--- src/rtl/skf_pkg.sv ---
// Shared definitions for the Skolem-formula enumeration scanner and any
// checker-side blocks that must agree on the assignment width.
//   SKF_N_VARS  : default number of variables (assignment vector width)
//   skf_state_e : scanner FSM states
package skf_pkg;

    localparam int SKF_N_VARS = 13;

    typedef enum logic [1:0] {
        ST_IDLE = 2'd0,
        ST_SCAN = 2'd1,
        ST_DONE = 2'd2
    } skf_state_e;

endpackage

--- src/rtl/skf_hit_accum.sv ---
// Hit accumulator for the enumeration scanner: counts satisfying probes and
// captures the first (lowest) satisfying assignment of a scan.
// Ports:
//   clk, rst      : clock, synchronous active-high reset
//   clr_i         : clear all results (start of a new scan)
//   smp_i         : this cycle's probe is valid and must be sampled
//   res_i         : checker verdict for vec_i
//   vec_i         : assignment being probed
//   hit_cnt_o     : number of sampled probes with res_i=1
//   found_o       : at least one hit since the last clear
//   first_hit_o   : assignment of the first hit, 0 if none
module skf_hit_accum
    import skf_pkg::*;
#(
    parameter int N_VARS = SKF_N_VARS
) (
    input  logic              clk,
    input  logic              rst,
    input  logic              clr_i,
    input  logic              smp_i,
    input  logic              res_i,
    input  logic [N_VARS-1:0] vec_i,
    output logic [N_VARS:0]   hit_cnt_o,
    output logic              found_o,
    output logic [N_VARS-1:0] first_hit_o
);

    logic [N_VARS:0]   hit_cnt_q;
    logic              found_q;
    logic [N_VARS-1:0] first_hit_q;

    always_ff @(posedge clk) begin
        if (rst || clr_i) begin
            hit_cnt_q   <= '0;
            found_q     <= 1'b0;
            first_hit_q <= '0;
        end else if (smp_i && res_i) begin
            hit_cnt_q <= hit_cnt_q + (N_VARS+1)'(1);
            // Probes ascend, so the first hit is also the lowest one.
            if (!found_q) begin
                found_q     <= 1'b1;
                first_hit_q <= vec_i;
            end
        end
    end

    assign hit_cnt_o   = hit_cnt_q;
    assign found_o     = found_q;
    assign first_hit_o = first_hit_q;

endmodule

--- src/rtl/skf_enum_scanner.sv ---
// Exhaustive assignment enumerator for a combinational Skolem-formula
// checker. On start it drives every assignment 0 .. 2^N_VARS-1, one per
// cycle, samples the checker verdict and reports hit statistics.
// Ports:
//   clk, rst     : clock, synchronous active-high reset
//   start_i      : request a scan (accepted in IDLE only)
//   abort_i      : terminate an active scan; current probe is discarded
//   vec_o        : current assignment (0 when not probing)
//   vec_vld_o    : vec_o is a live probe
//   res_i        : checker verdict for vec_o, same cycle
//   busy_o       : scan in progress
//   done_o       : one-cycle completion/abort pulse
//   hit_cnt_o    : satisfying probes in the last scan
//   found_o      : at least one hit in the last scan
//   first_hit_o  : lowest satisfying assignment, 0 if none
//   aborted_o    : last scan ended by abort_i
module skf_enum_scanner
    import skf_pkg::*;
#(
    parameter int N_VARS      = SKF_N_VARS,
    parameter int STOP_ON_HIT = 0
) (
    input  logic              clk,
    input  logic              rst,
    input  logic              start_i,
    input  logic              abort_i,
    output logic [N_VARS-1:0] vec_o,
    output logic              vec_vld_o,
    input  logic              res_i,
    output logic              busy_o,
    output logic              done_o,
    output logic [N_VARS:0]   hit_cnt_o,
    output logic              found_o,
    output logic [N_VARS-1:0] first_hit_o,
    output logic              aborted_o
);

    skf_state_e        state_q, state_d;
    logic [N_VARS-1:0] vec_q, vec_d;
    logic              aborted_q, aborted_d;
    logic              clr;
    logic              smp;
    logic              last_vec;

    assign last_vec = (vec_q == {N_VARS{1'b1}});

    always_ff @(posedge clk) begin
        if (rst) begin
            state_q   <= ST_IDLE;
            vec_q     <= '0;
            aborted_q <= 1'b0;
        end else begin
            state_q   <= state_d;
            vec_q     <= vec_d;
            aborted_q <= aborted_d;
        end
    end

    always_comb begin
        state_d   = state_q;
        vec_d     = vec_q;
        aborted_d = aborted_q;
        clr       = 1'b0;
        smp       = 1'b0;
        case (state_q)
            ST_IDLE: begin
                if (start_i) begin
                    state_d   = ST_SCAN;
                    vec_d     = '0;
                    aborted_d = 1'b0;
                    clr       = 1'b1;
                end
            end
            ST_SCAN: begin
                if (abort_i) begin
                    // Abort beats the probe, including the terminal one.
                    aborted_d = 1'b1;
                    state_d   = ST_DONE;
                end else begin
                    smp = 1'b1;
                    // Stop after the all-ones probe rather than wrapping.
                    if (last_vec || ((STOP_ON_HIT != 0) && res_i)) begin
                        state_d = ST_DONE;
                    end else begin
                        vec_d = vec_q + N_VARS'(1);
                    end
                end
            end
            ST_DONE: begin
                state_d = ST_IDLE;
            end
            default: begin
                state_d = ST_IDLE;
            end
        endcase
    end

    skf_hit_accum #(
        .N_VARS (N_VARS)
    ) u_accum (
        .clk         (clk),
        .rst         (rst),
        .clr_i       (clr),
        .smp_i       (smp),
        .res_i       (res_i),
        .vec_i       (vec_q),
        .hit_cnt_o   (hit_cnt_o),
        .found_o     (found_o),
        .first_hit_o (first_hit_o)
    );

    // All outputs come from registers; res_i only reaches state.
    assign busy_o    = (state_q == ST_SCAN);
    assign vec_vld_o = busy_o;
    assign vec_o     = busy_o ? vec_q : '0;
    assign done_o    = (state_q == ST_DONE);
    assign aborted_o = aborted_q;

endmodule

--- config.mk ---
export PLATFORM = sky130hd
export DESIGN_NAME = skf_enum_scanner
export DESIGN_NICKNAME = d
export VERILOG_FILES = /design/src/rtl/skf_pkg.sv /design/src/rtl/skf_hit_accum.sv /design/src/rtl/skf_enum_scanner.sv
export SDC_FILE = /design/constraint.sdc
export NUM_CORES = 1
export LEC_CHECK = 0
export CELL_PAD_IN_SITES_DETAIL_PLACEMENT = 0
export CELL_PAD_IN_SITES_GLOBAL_PLACEMENT = 1
export CORE_MARGIN = 2
export CORE_UTILIZATION = 38
export CTS_CLUSTER_SIZE = 40
export DETAILED_ROUTE_END_ITERATION = 10
export PLACE_DENSITY = 0.94
export SETUP_SLACK_MARGIN = 0.2
export SLEW_MARGIN = 15
export SYNTH_ARGS = -nofsm -noshare
export SYNTH_HDL_FRONTEND = slang
export SYNTH_SLANG_ARGS = --single-unit
export TNS_END_PERCENT = 5
--- constraint.sdc ---
create_clock -name clk -period 4 [get_ports clk]
set_input_delay 0.8 -clock clk [delete_from_list [all_inputs] [get_ports clk]]
set_output_delay 0.8 -clock clk [all_outputs]
set_load 0.02 [all_outputs]
Yosys cells after proc, flatten, opt, wreduce, memory -nomap -nowiden:

Index checks and enable logic that the tools add are counted.

* flip-flop bits (word level): 44
* input port bits: 5
* output and inout bits: 45
* logic and storage cells: 41

* add/subtract/negate cells: 2
* equal/unequal tests: 8
* muxes and demuxes: 16
* bitwise gates (word level): 1
* reduce and logical (&&, ||, !) cells: 8

Operators with widths (count)
* $mux W13: 4
* $pmux W13 S2: 1
* $add A14 B1 Y14 const B: 1
* $add A13 B1 Y13 const B: 1
* $eq A13 B13 Y1 const B: 1
* $ne A2 B2 Y1 const B: 4
* $mux W1: 6
* $mux W2: 3
* $pmux W2 S2: 1
* $reduce_and A2 Y1: 2
* $reduce_and A4 Y1: 1
* $ne A3 B2 Y1 const B: 1
* $reduce_and A3 Y1: 1
* $eq A2 B1 Y1 const B: 1
* $eq A2 B2 Y1 const B: 1
* $logic_not A2 Y1: 1
* $pmux W1 S2: 1
* $reduce_bool A2 Y1: 1
* $logic_and A1 B1 Y1: 1
* $logic_or A1 B1 Y1: 1
* $not A1 Y1: 1

Longest topological paths before layout:

* depth in word-level cells: 4
* mapped depth: 8
* gate-level depth less buffers: 5

Cells and area by module:

Synthesis repeated with hierarchy kept, for this count alone.

* cell total of the unflattened synthesis: 253
* area total of the unflattened synthesis: 2099.5 sq um

By module, submodules not included
* skf_hit_accum: times used 1, cells an instance 133, area an instance 1114.8 sq um, sequential area each 560.5 sq um
* skf_enum_scanner: times used 1, cells an instance 120, area an instance 984.7 sq um, sequential area each 320.3 sq um

Worst setup path after synthesis:

OpenSTA, ideal clock, no wires.

* path type: register -> output
* start: reg state_q[1]
* end: out vec_o[0]
* arrival time: 1.433 ns
* required time: 3.200 ns
* slack: 1.767 ns
* stages on the path, launching flop included: 6
* buffers on the path: 2
* cells stage by stage: dfxtp_1 -> nand2b_1 -> clkbuf_1 -> inv_1 -> clkbuf_1 -> and2_1

* cells in the longest elaborated chain, start to end: 2

RTL lines
* from (decl): line skf_enum_scanner.sv:38 `skf_state_e state_q, state_d;`
* from (signal assigned): line skf_enum_scanner.sv:53 `state_q <= state_d;`
* $eq A2 B1 Y1: line skf_enum_scanner.sv:113 `assign busy_o = (state_q == ST_SCAN);`
* named net busy_o: line skf_enum_scanner.sv:30 `output logic busy_o,`
* $mux W13: line skf_enum_scanner.sv:115 `assign vec_o = busy_o ? vec_q : '0;`
* to (decl): line skf_enum_scanner.sv:27 `output logic [N_VARS-1:0] vec_o,`

The timed path passes the listed nets, and every way through them passes these cells.

Worst setup path after layout:

* start: reg state_q[0]
* end: out vec_o[8]

* cells in the longest elaborated chain, start to end: 2

RTL lines (line)
* $eq A2 B1 Y1: skf_enum_scanner.sv:113
* $mux W13: skf_enum_scanner.sv:115

Every way passes these cells.

==> impl_summary.log <==
[metrics] post-route setup TNS: 0 ns
[metrics] standby leakage power: about 0.86 nW
[metrics] core region area: a little over 0.005 mm^2
[metrics] count of buffers inserted at the top-level ports: 49
[metrics] final wirelength: roughly 4900 um
[metrics] pin count of the biggest net entering global routing: 32
[metrics] die width: 77.75 um
[metrics] ratio of final minimum period to clock period: 0.7598
[metrics] Post-Syn Area per Cell: between 8 and 9 um^2
[metrics] kind of start point of the critical path: flip-flop
[metrics] data arrival time of the critical path: approximately 2.2 ns
[metrics] main combinational cell family by area after synthesis: simple AND/OR/NAND/NOR gates
[metrics] Worst Tran Pin Value: between 0.8 and 0.9 ns
[metrics] delay of the slowest critical-path stage: around 0.6 ns
[metrics] number of buffers added to fix hold violations after cts: 0
[metrics] met3 routed wirelength: approximately 250 um
[metrics] synthesized cell area: about 0.0021 mm^2
[metrics] Power per Cell Area: 293.9 mW/mm^2
[metrics] type of the worst setup path: flip-flop to primary output
[metrics] Yosys warning total: 0
[metrics] Highest Clock Rate: approximately 330 MHz
[metrics] wire length per cell after detailed routing: ~13 um
[metrics] synthesis-stage register bit count: 44
[metrics] share of power burned in combinational logic: 0.070
[metrics] number of nets in the layout: a little over 300
[metrics] Core Util, Final: 0.5160
[metrics] # diodes: 0
[metrics] clock transition at the registers of the reported paths: roughly 0.08 ns
[metrics] crit-path cells: nand2b_1, inv_1, and2_1, clkdlybuf4s50_1
[metrics] final standard cell count with taps included and fillers excluded: approximately 370
[metrics] area growth from synthesis to layout: 29.12%
[metrics] outcome: completed
[metrics] post-synthesis cell count: ~250
[metrics] wire length of the first global-routing pass: 8079 um
[metrics] number of H-tree branching levels: 2
[metrics] Inserted Clock Buffers: 5
[metrics] post-synthesis adder-cell area fraction: 0.01211
[metrics] floorplan die area: 0.006045 mm^2
[metrics] drt initial violations: between 150 and 200
[metrics] EDFF count, synth: 0
[metrics] reg-to-reg critical path endpoint: u_accum.hit_cnt_o[13]
[metrics] top cell type's share of synthesized area: 0.4262
[metrics] Clock Sink Count: 44
[metrics] Sequential Power Share: 0.566
[metrics] DP Cell Count: 359
[metrics] post-layout worst setup margin: 0.9609 ns
[metrics] kind of path behind the tightest hold check: flip-flop to flip-flop
[metrics] Critical Path Start: state_q[0]
[metrics] skew final: 0.009110 ns
[metrics] Pins Over Slew Limit: 0
[metrics] count of nets left with antenna violations after detail routing: 0
[metrics] count of final setup violators: 0
[metrics] Worst Setup End Kind: primary output
[metrics] insertion delay of the later-clocked pin in the worst-skew pair: around 0.30 ns
[metrics] post-synthesis cell type count: 40
[metrics] post-cts repair resize count: 0
[metrics] unrepaired setup endpoints after global routing: no
[metrics] pre-CTS WS: around 1.1 ns
[metrics] starting density of the core: 0.3996
[metrics] simple-gate share of the synthesized area: 0.3305
[metrics] sequential-to-total area share from yosys stat: 0.4262
[metrics] predominant post-synthesis flop cell: sky130_fd_sc_hd__dfxtp_1
[metrics] count of endpoints failing hold in the final timing report: 0
[metrics] fraction of synthesis flops using an asynchronous set or reset pin: 0
[metrics] total nets after synthesis: 260
[metrics] number of detailed-routing iterations run before antenna repair: 4
[metrics] main area contributors after synthesis: sky130_fd_sc_hd__dfxtp_1, sky130_fd_sc_hd__nand2_1, sky130_fd_sc_hd__a21oi_1, sky130_fd_sc_hd__and2_1, sky130_fd_sc_hd__or4_1
[metrics] Switch Pwr: ~0.19 mW
[metrics] worst reg2reg path depth: 4
[metrics] max_slew headroom: 0.4364
[metrics] crit-path max FO: 17
[metrics] share of cells above drive strength 1: 0.04377
[metrics] total of max-cap violations: 0
[metrics] internal power: 0.5960 mW
[metrics] Cell Rows: 26
[metrics] y dimension of the die: slightly below 80 um
[metrics] Vias per Instance: between 5 and 6
[metrics] largest voltage drop on the vdd net: 0.1164 mV
[metrics] last weighted congestion value of the routability-driven placer: 0.8952
[metrics] shortest clock period the worst path allows after layout: about 3.0 ns
[metrics] DRT met1 WL: 2415 um
[metrics] Critical Path Slowest Stage Cell: sky130_fd_sc_hd__clkdlybuf4s50_1
[metrics] total routing resource utilization after global routing: 0.1646
[metrics] CP Capture Point: vec_o[8]
[metrics] number of global-route vias before repair: ~1,700
[metrics] area fraction in compound gates after synthesis: 0.1501
[metrics] maximum buffer depth of the clock tree: 2
[metrics] uppermost routed layer: met4
[metrics] Post-DP HPWL: ~3500 um
[metrics] r2r setup slk: about 2.1 ns
[metrics] cell accounting for the most synthesized area: sky130_fd_sc_hd__dfxtp_1
[metrics] multiplexer area fraction after synthesis: 0.009685
[metrics] initial antenna violation count: 0
[metrics] grt ovf: 0
[metrics] required time at the endpoint of the critical path: about 3.2 ns
[metrics] overall via count from detail_route: a little under 2,000
[metrics] top-level port count: 50
[metrics] DR WL met2: 2147 um
[metrics] buffer type at the clock tree root: sky130_fd_sc_hd__clkbuf_8
[metrics] proportion of power drawn by the clock network: 0.364
[metrics] CTS tree: done
[metrics] xor/xnor cell area share of the yosys netlist: 0.02542
[metrics] origin of the critical flop-to-flop path: state_q[0]
[metrics] DRC violations left: 0
[metrics] switching part of the total power: 0.2403
[metrics] Post CTS Setup Buffer Count: 0
==> power groups by stage <==
| stage | clock network, mW | logic (mW) | registers, mW |
|---|---|---|---|
| 5_1_grt | 0.308 | 0.0605 | 0.445 |
| 3_5_place_dp | 0 | 0.0548 | 0.455 |
| 4_1_cts | 0.295 | 0.0551 | 0.444 |
| 6_report | 0.286 | 0.0547 | 0.444 |
| 3_3_place_gp | 0 | 0.0549 | 0.454 |
| 2_1_floorplan | 0 | 0.0357 | 0.455 |
==> cell type report <==
| type | instances | area (um^2) |
|---|---|---|
| multi-input cells | 191 | 1095 |
| clock buffers | 6 | 82.58 |
| clock inverters | 2 | 10.01 |
| repair buffers | 50 | 498.0 |
| well taps | 70 | 87.58 |
| inverters | 4 | 15.01 |
| flip-flops and latches | 44 | 880.8 |
| fillers | 500 | 2504 |
==> worst min path at each step <==
stage	startpoint	to	slack (ns)	cells past startpoint
2_1_floorplan	vec_q[8]	u_accum.first_hit_o[8]	0.45	2
3_3_place_gp	u_accum.first_hit_o[11]	u_accum.first_hit_o[11]	0.44	2
3_5_place_dp	u_accum.first_hit_o[9]	u_accum.first_hit_o[9]	0.45	2
4_1_cts	u_accum.first_hit_o[9]	u_accum.first_hit_o[9]	0.46	2
5_1_grt	u_accum.first_hit_o[3]	u_accum.first_hit_o[3]	0.49	2
6_report	u_accum.first_hit_o[10]	u_accum.first_hit_o[10]	0.45	2
==> critical path, delay by kind of cell (launching register included) <==
kind	cells	cell delay (ns)
buf+inv	2	1.02
simple gates	2	0.46
flops	1	0.47
==> synthesized netlist by cell type, types with 2 or more instances <==
library cell / n
sky130_fd_sc_hd__nand2_1: 40
sky130_fd_sc_hd__nand3_1: 11
sky130_fd_sc_hd__ha_1: 2
sky130_fd_sc_hd__inv_1: 4
sky130_fd_sc_hd__and3_1: 5
sky130_fd_sc_hd__and2_1: 17
sky130_fd_sc_hd__nand2b_1: 4
sky130_fd_sc_hd__o21ai_0: 7
sky130_fd_sc_hd__or3_1: 4
sky130_fd_sc_hd__and4_1: 3
sky130_fd_sc_hd__a21oi_1: 28
sky130_fd_sc_hd__clkbuf_1: 9
sky130_fd_sc_hd__nor4_1: 2
sky130_fd_sc_hd__a31oi_1: 4
sky130_fd_sc_hd__or4_1: 10
sky130_fd_sc_hd__xor2_1: 5
sky130_fd_sc_hd__dfxtp_1: 44
sky130_fd_sc_hd__nand4_1: 7
sky130_fd_sc_hd__mux2i_1: 2
sky130_fd_sc_hd__nor2_1: 15
sky130_fd_sc_hd__o31ai_1: 7
sky130_fd_sc_hd__nor3_1: 3
sky130_fd_sc_hd__buf_6: 3
==> cell families after synthesis <==
| kind of cell | count (synthesis) |
|---|---|
| simple gates | 128 |
| compound gates | 53 |
| flops | 44 |
| buf+inv | 18 |
| xor+xnor | 6 |
| mux | 2 |
| fa+ha+maj | 2 |
==> sequential cells by signal, indices dropped and copies added (netlist names) <==
register and cells:
u_accum.hit_cnt_o 14, aborted_o 1, u_accum.found_o 1, vec_q 13, state_q 2, u_accum.first_hit_o 13
==> stage by stage <==
step / hold WS, ns / total power, mW / cell area (um^2)
after CTS: 0.4576 / 0.7944 / 2669
final: 0.4550 / 0.7845 / 2669
after floorplan: 0.4535 / 0.4903 / 2067
after detailed placement: 0.4467 / 0.5094 / 2576
after global placement: 0.4438 / 0.5092 / 2576
after global routing: 0.4870 / 0.8135 / 2669
==> layer usage <==
layer	vias up	track usage
met5	-	0
met4	0	0.05536
met3	6	0.03488
met2	56	0.2517
met1	887	0.2300
li1	995	-
==> layout by cell type (no fill, tap or decap), types with 6 or more instances in the layout <==
cell type                         Yosys  final
sky130_fd_sc_hd__o31ai_1              7      7
sky130_fd_sc_hd__clkbuf_8             0      6
sky130_fd_sc_hd__nand2_1             40     40
sky130_fd_sc_hd__or4_1               10     10
sky130_fd_sc_hd__nand3_1             11     11
sky130_fd_sc_hd__and2_1              17     17
sky130_fd_sc_hd__nand4_1              7      7
sky130_fd_sc_hd__o21ai_0              7      7
sky130_fd_sc_hd__a21oi_1             28     28
sky130_fd_sc_hd__dfxtp_1             44     44
sky130_fd_sc_hd__nor2_1              15     15
sky130_fd_sc_hd__clkdlybuf4s50_1      0     49
Power figures use the tool's default switching activity.
